## config.mk

```make
export PLATFORM = sky130hd
export DESIGN_NAME = neuron_mac_ctrl_flat
export DESIGN_NICKNAME = d
export VERILOG_FILES = /design/src/rtl/neuron_mac_ctrl_if.sv /design/src/rtl/neuron_mac_ctrl.sv /design/src/flat_wrapper.sv
export SDC_FILE = /design/constraint.sdc
export NUM_CORES = 1
export LEC_CHECK = 0
export ABC_AREA = 1
export CAP_MARGIN = 40
export CORE_MARGIN = 5
export CORE_UTILIZATION = 40
export DETAILED_ROUTE_END_ITERATION = 16
export PLACE_DENSITY = 0.67
export SLEW_MARGIN = 10
export SYNTH_ARGS = -nofsm -noshare
export SYNTH_HDL_FRONTEND = slang
export SYNTH_SLANG_ARGS = --single-unit
```

## constraint.sdc

```tcl
create_clock -name clk -period 7.9 [get_ports clk]
set_input_delay 1.58 -clock clk [delete_from_list [all_inputs] [get_ports clk]]
set_output_delay 1.58 -clock clk [all_outputs]
set_load 0.05 [all_outputs]
```

## src/rtl/neuron_mac_ctrl_if.sv

```systemverilog
// Stream and configuration bundle between a neuron sequencer and its neighbours.
// master drives weights/inputs and out_ready; slave is the neuron itself.
// Widths follow the Q3.12 sign-magnitude word (16 bits) and the weight index width AW.
interface neuron_mac_ctrl_if #(
  parameter int AW = 3
);
  logic          cfg_we;
  logic [AW-1:0] cfg_addr;
  logic [15:0]   cfg_wdata;
  logic          bias_we;
  logic          in_valid;
  logic          in_ready;
  logic [15:0]   in_data;
  logic          out_valid;
  logic          out_ready;
  logic [15:0]   out_data;
  logic          out_ovf;
  logic          busy;

  modport master (
    output cfg_we, cfg_addr, cfg_wdata, bias_we, in_valid, in_data, out_ready,
    input  in_ready, out_valid, out_data, out_ovf, busy
  );

  modport slave (
    input  cfg_we, cfg_addr, cfg_wdata, bias_we, in_valid, in_data, out_ready,
    output in_ready, out_valid, out_data, out_ovf, busy
  );
endinterface

```

## src/rtl/neuron_mac_ctrl.sv

```systemverilog
// Purpose: one neuron's bias + sum(x[i]*w[i]) in Q3.12 sign-magnitude, one shared mul and add stage.
// Latency: input handshake in cycle T accumulates in T+2; after the last input out_valid rises in T+3.
// Backpressure: result held stable in OUT until out_ready; in_ready=0 there. Saturation via NEURON_SAT_EN.
module neuron_mac_ctrl #(
  parameter int N_IN = 8,
  parameter int AW   = $clog2(N_IN)
) (
  input  logic           clk,
  input  logic           rst_n,
  neuron_mac_ctrl_if.slave bus
);

  typedef enum logic [1:0] {WAIT_IN, MUL, ADD, OUT} state_t;

  localparam logic [AW-1:0] LAST = AW'(N_IN - 1);

  state_t        state, state_nxt;
  logic [AW-1:0] idx;
  logic [15:0]   acc, x_r, prod_r, bias_r;
  logic [15:0]   w [N_IN];
  logic          ovf;
  logic          busy;
  logic          in_ready, out_valid;
  logic [16:0]   mres, ares;

  // Sign-magnitude multiply; result {ovf, word}. Zero operands short-circuit, 0x8000 is not zero.
  function automatic logic [16:0] mul_q(input logic [15:0] a, input logic [15:0] b);
    logic [29:0] p;
    logic [14:0] mag;
    logic        o;
    p   = 30'(a[14:0]) * 30'(b[14:0]);
    mag = p[26:12];
    o   = |p[29:27];
`ifdef NEURON_SAT_EN
    if (o) mag = 15'h7fff;
`endif
    if (a == 16'h0000 || b == 16'h0000) return 17'h0;
    return {o, a[15] ^ b[15], mag};
  endfunction

  // Sign-magnitude add; result {ovf, word}. Only same-sign sums can overflow.
  function automatic logic [16:0] add_q(input logic [15:0] a, input logic [15:0] b);
    logic [15:0] s;
    logic [14:0] mag;
    logic        o;
    if (a[15] == b[15]) begin
      s   = {1'b0, a[14:0]} + {1'b0, b[14:0]};
      o   = s[15];
      mag = s[14:0];
`ifdef NEURON_SAT_EN
      if (o) mag = 15'h7fff;
`endif
      return {o, a[15], mag};
    end else if (a[14:0] == b[14:0]) begin
      return 17'h0;
    end else if (a[14:0] > b[14:0]) begin
      return {1'b0, a[15], a[14:0] - b[14:0]};
    end else begin
      return {1'b0, b[15], b[14:0] - a[14:0]};
    end
  endfunction

  assign busy = (state != WAIT_IN) || (idx != '0);
  assign mres = mul_q(x_r, w[idx]);
  assign ares = add_q((idx == '0) ? bias_r : acc, prod_r);

  // State register.
  always_ff @(posedge clk or negedge rst_n) begin
    if (!rst_n) state <= WAIT_IN;
    else        state <= state_nxt;
  end

  // Next-state and handshake outputs.
  always_comb begin
    state_nxt = state;
    in_ready  = 1'b0;
    out_valid = 1'b0;
    case (state)
      WAIT_IN: begin
        in_ready = 1'b1;
        if (bus.in_valid) state_nxt = MUL;
      end
      MUL: state_nxt = ADD;
      ADD: state_nxt = (idx == LAST) ? OUT : WAIT_IN;
      OUT: begin
        out_valid = 1'b1;
        if (bus.out_ready) state_nxt = WAIT_IN;
      end
      default: state_nxt = WAIT_IN;
    endcase
  end

  // Datapath: input capture, product, accumulate, index and sticky overflow.
  always_ff @(posedge clk or negedge rst_n) begin
    if (!rst_n) begin
      idx    <= '0;
      acc    <= '0;
      x_r    <= '0;
      prod_r <= '0;
      ovf    <= 1'b0;
    end else begin
      case (state)
        WAIT_IN: if (bus.in_valid) x_r <= bus.in_data;
        MUL: begin
          prod_r <= mres[15:0];
          if (mres[16]) ovf <= 1'b1;
        end
        ADD: begin
          acc <= ares[15:0];
          if (ares[16]) ovf <= 1'b1;
          idx <= (idx == LAST) ? '0 : idx + AW'(1);
        end
        OUT: if (bus.out_ready) ovf <= 1'b0;
        default: ;
      endcase
    end
  end

  // Weight and bias storage; writes are only honoured between vectors.
  always_ff @(posedge clk or negedge rst_n) begin
    if (!rst_n) begin
      bias_r <= '0;
      for (int i = 0; i < N_IN; i++) w[i] <= '0;
    end else if (!busy) begin
      if (bus.cfg_we)  w[bus.cfg_addr] <= bus.cfg_wdata;
      if (bus.bias_we) bias_r          <= bus.cfg_wdata;
    end
  end

  assign bus.in_ready  = in_ready;
  assign bus.out_valid = out_valid;
  assign bus.out_data  = acc;
  assign bus.out_ovf   = ovf;
  assign bus.busy      = busy;

endmodule

```

## src/flat_wrapper.sv

```systemverilog
// flat-port wrapper written by rule: the top's interface ports become plain ports
module neuron_mac_ctrl_flat 
#(
  parameter int N_IN = 8,
  parameter int AW   = $clog2(N_IN)
)
  (clk, rst_n, bus_cfg_we, bus_cfg_addr, bus_cfg_wdata, bus_bias_we, bus_in_valid, bus_in_data, bus_out_ready, bus_in_ready, bus_out_valid, bus_out_data, bus_out_ovf, bus_busy);
  neuron_mac_ctrl_if #(.AW(AW)) bus_i ();
  input  logic clk;
  input  logic rst_n;
  input wire logic [$bits(bus_i.cfg_we)-1:0] bus_cfg_we;
  input wire logic [$bits(bus_i.cfg_addr)-1:0] bus_cfg_addr;
  input wire logic [$bits(bus_i.cfg_wdata)-1:0] bus_cfg_wdata;
  input wire logic [$bits(bus_i.bias_we)-1:0] bus_bias_we;
  input wire logic [$bits(bus_i.in_valid)-1:0] bus_in_valid;
  input wire logic [$bits(bus_i.in_data)-1:0] bus_in_data;
  input wire logic [$bits(bus_i.out_ready)-1:0] bus_out_ready;
  output wire logic [$bits(bus_i.in_ready)-1:0] bus_in_ready;
  output wire logic [$bits(bus_i.out_valid)-1:0] bus_out_valid;
  output wire logic [$bits(bus_i.out_data)-1:0] bus_out_data;
  output wire logic [$bits(bus_i.out_ovf)-1:0] bus_out_ovf;
  output wire logic [$bits(bus_i.busy)-1:0] bus_busy;
  assign bus_i.cfg_we = bus_cfg_we;
  assign bus_i.cfg_addr = bus_cfg_addr;
  assign bus_i.cfg_wdata = bus_cfg_wdata;
  assign bus_i.bias_we = bus_bias_we;
  assign bus_i.in_valid = bus_in_valid;
  assign bus_i.in_data = bus_in_data;
  assign bus_i.out_ready = bus_out_ready;
  assign bus_in_ready = bus_i.in_ready;
  assign bus_out_valid = bus_i.out_valid;
  assign bus_out_data = bus_i.out_data;
  assign bus_out_ovf = bus_i.out_ovf;
  assign bus_busy = bus_i.busy;
  neuron_mac_ctrl #(.N_IN(N_IN), .AW(AW)) u_core (.clk(clk), .rst_n(rst_n), .bus(bus_i));
endmodule
```

==> impl_metrics.xml <==
<?xml version="1.0" encoding="UTF-8"?>
<metrics>
  <group name="global_routing">
    <metric name="grt_pass1_vias" unit="">15500</metric>
    <metric name="grtUsageTotal" unit="%">21.4</metric>
    <metric name="globalRouteOverflowTotal" unit="">0</metric>
    <metric name="grt_start_max_net_pins" unit="">101</metric>
    <metric name="grt_pass1_wl" unit="um">85900</metric>
    <metric name="grt_antenna_before_repair" unit="">0</metric>
  </group>
  <group name="route">
    <metric name="post_drt_via_cell_ratio" unit="">5.33</metric>
    <metric name="per_cell_routed_wire_length" unit="um">18.3</metric>
    <metric name="vias" unit="">15700</metric>
    <metric name="dr.pass1.iters" unit="">6</metric>
    <metric name="postRouteAntennaNets" unit="">0</metric>
    <metric name="detail_route.iter0.violations" unit="">1406</metric>
    <metric name="drt_drc_violations_left" unit="">0</metric>
    <metric name="routed_wirelength" unit="um">54000</metric>
  </group>
  <group name="timing">
    <metric name="slew_headroom" unit="%">45.2</metric>
    <metric name="report.final.hold_viol_count" unit="">0</metric>
    <metric name="period_needed" unit="ns">7.05</metric>
    <metric name="finClkSkew" unit="ns">0.00890</metric>
    <metric name="rsz_0062_raised_after_global_routing" unit="">no</metric>
    <metric name="setup_viol" unit="">0</metric>
    <metric name="period_share" unit="%">89.2</metric>
    <metric name="hold_slack" unit="ns">0.482</metric>
    <metric name="worstMarginPinSlew" unit="ns">0.819</metric>
    <metric name="achievable-frequency" unit="MHz">142</metric>
    <metric name="fin_tns_setup" unit="ns">0</metric>
    <metric name="max_slew_violation_count" unit="">0</metric>
  </group>
  <group name="clock_tree">
    <metric name="cts.sinks" unit="">198</metric>
    <metric name="cts_tree" unit="">built</metric>
    <metric name="cts-htree-levels" unit="">4</metric>
    <metric name="cts_resized" unit="">0</metric>
    <metric name="clock_insertion_delay_worst_skew" unit="ns">0.47</metric>
    <metric name="postCtsSetupRepairBufs" unit="">0</metric>
    <metric name="clkTransAtPathRegs" unit="ns">0.08</metric>
    <metric name="ctsRootBufferMaster" unit="">clkbuf_16</metric>
    <metric name="post_cts_hold_buffer_count" unit="">0</metric>
    <metric name="tritoncts.num_buffers" unit="">17</metric>
    <metric name="ctsLongestPathBuffers" unit="">2</metric>
  </group>
  <group name="finish">
    <metric name="post_layout_nets" unit="">2686</metric>
    <metric name="multi_input_logic_area" unit="mm^2">0.0115</metric>
    <metric name="post_route_cells_drive_above_1_share" unit="%">5.53</metric>
    <metric name="syn_to_final_growth" unit="%">9.52</metric>
    <metric name="nFillCells" unit="">4570</metric>
    <metric name="layoutNonFillerInstCount" unit="">2951</metric>
    <metric name="number_of_antenna_diodes" unit="">0</metric>
    <metric name="register_area" unit="mm^2">0.00496</metric>
  </group>
  <group name="placed_design">
    <metric name="gp_congestion" unit="">0.930</metric>
    <metric name="place.detailed.instances" unit="">2918</metric>
    <metric name="buffer_ports.inserted" unit="">60</metric>
    <metric name="dpl.hpwl" unit="um">41800</metric>
  </group>
  <group name="setup_path">
    <metric name="start_kind" unit="">flop</metric>
    <metric name="path_class" unit="">reg2reg</metric>
    <metric name="timing.critical_path.mode_cell" unit="">fa_1</metric>
    <metric name="slowest_stage" unit="">fa_1</metric>
    <metric name="cp.required" unit="ns">8.23</metric>
    <metric name="critical_path_data_arrival_time" unit="ns">7.37</metric>
    <metric name="worst-r2r-cell-count" unit="">27</metric>
    <metric name="path_max_fanout" unit="">46</metric>
    <metric name="end_kind" unit="">flop</metric>
    <metric name="critical_path.max_stage_delay" unit="ns">0.55</metric>
  </group>
  <group name="yosys">
    <metric name="synth.largest_area_cell" unit="">dfrtp_1</metric>
    <metric name="post-synth-top-area-fraction" unit="%">26.9</metric>
    <metric name="yosys.cell_count.top_type" unit="">nand2_1</metric>
    <metric name="seq_area_frac_synth" unit="%">26.9</metric>
    <metric name="synthesis.instances" unit="">2336</metric>
    <metric name="synth.ff_latch_count" unit="">198</metric>
    <metric name="synth.top_cells.by_count" unit="">nand2_1, inv_1, nor2_1</metric>
    <metric name="post_synth_main_area_contributors" unit="">dfrtp_1, fa_1, ha_1, nand2_1, inv_1</metric>
    <metric name="synth_edf_count" unit="">0</metric>
    <metric name="ffs_w_async_s_r_synth" unit="%">100</metric>
    <metric name="syn_area" unit="mm^2">0.0184</metric>
    <metric name="synthesis.nets" unit="">2684</metric>
    <metric name="count_of_synthesis_stage_warnings_from_yosys" unit="">0</metric>
    <metric name="synth.lib_cells_used.distinct" unit="">57</metric>
    <metric name="synthFlopType" unit="">dfrtp_1</metric>
    <metric name="syn_avg_cell_area" unit="um^2">7.88</metric>
  </group>
  <group name="floorplanning">
    <metric name="io_pins" unit="">61</metric>
    <metric name="design.die.area" unit="mm^2">0.0504</metric>
    <metric name="core_area" unit="mm^2">0.0455</metric>
    <metric name="die_height" unit="um">225</metric>
    <metric name="initial_utilization" unit="%">40.5</metric>
    <metric name="die_width" unit="um">225</metric>
    <metric name="core.rowCount" unit="">78</metric>
  </group>
  <group name="status">
    <metric name="run_status" unit="">completed</metric>
  </group>
  <group name="hold_path">
    <metric name="hold_path_depth" unit="">2</metric>
    <metric name="holdCritPathClass" unit="">reg2reg</metric>
  </group>
  <group name="run">
    <metric name="max_cap_viol_count" unit="">0</metric>
  </group>
</metrics>
## area by class of cell
cell class / instances / share of cell area (%)
clock buffer: 17 / 2.11
clock inverter: 15 / 0.881
inverter: 380 / 7.07
multi-input combinational: 1656 / 57.1
sequential: 198 / 24.6
tap: 600 / 3.72
timing repair buffer: 85 / 4.52
## path summary, 6_finish.rpt
kind | startpoint | slack, ns | end
setup reg to reg | u_core.idx[0] | 0.85 | u_core.prod_r[14]
hold reg to reg | u_core.w[44] | 0.48 | u_core.w[44]
hold / removal | u_core.w[44] | 0.48 | u_core.w[44]
max in group asynchronous | rst_n | 5.60 | u_core.prod_r[6]
setup / recovery | u_core.idx[0] | 0.85 | u_core.prod_r[14]
min in group asynchronous | rst_n | 1.17 | u_core.x_r[14]
## cells in the final DEF, fill, tap and decap left out, types with 19 or more instances in the layout
cell,netlist,routed
o221ai_1,26,26
clkdlybuf4s50_1,0,59
o21ai_1,28,28
fa_1,169,169
nand2_2,19,19
a21oi_1,97,97
dfrtp_1,198,197
nor2_1,295,294
inv_1,363,363
o21ai_0,225,225
ha_1,138,138
nand3_1,49,49
nand2_1,457,457
a31oi_1,19,19
## registers in the layout (all words and copies together), names as in the netlist
signal / cells
u_core.bias_r: 16
u_core.bus.out_data: 16
u_core.bus.out_ovf: 1
u_core.idx: 3
u_core.prod_r: 16
u_core.state: 2
u_core.w: 128
u_core.x_r: 16
## kinds of logic after synthesis
family,share of synthesized area (%)
DFF,26.9
adders and majority gates,27.7
xor gates and xnor gates,0.999
muxes,0.122
buffers and inverters,10.5
AOI/OAI and AO/OA,14.2
and+or+nand+nor,19.5
## routing by layer
metal | wire [um] | global-route usage, %
met1 | 23700 | 29.9
met2 | 25800 | 35.3
met3 | 3320 | 2.99
met4 | 1240 | 5.87
met5 | 0 | 0
## worst max-delay path: cells and delay by family, from the launching register on
kind / cells / cell delay, ns
buf+inv: 7 / 1.15
compound gates: 6 / 1.13
flops: 1 / 0.42
fa+ha+maj: 7 / 3.34
simple gates: 7 / 0.84
## metrics by stage
step	utilization [%]	setup slack (ns)	cell area (um^2)
2_1_floorplan	-	1.63	18400
3_3_place_gp	42.7	0.956	19400
3_5_place_dp	43.0	0.923	19500
4_1_cts	44.3	0.911	20100
5_1_grt	44.4	0.451	20200
6_report	44.4	0.854	20200
Power is left out: the tool's default activity adds up to more than one toggle a clock period on the data nets, which glitch-free logic cannot reach.
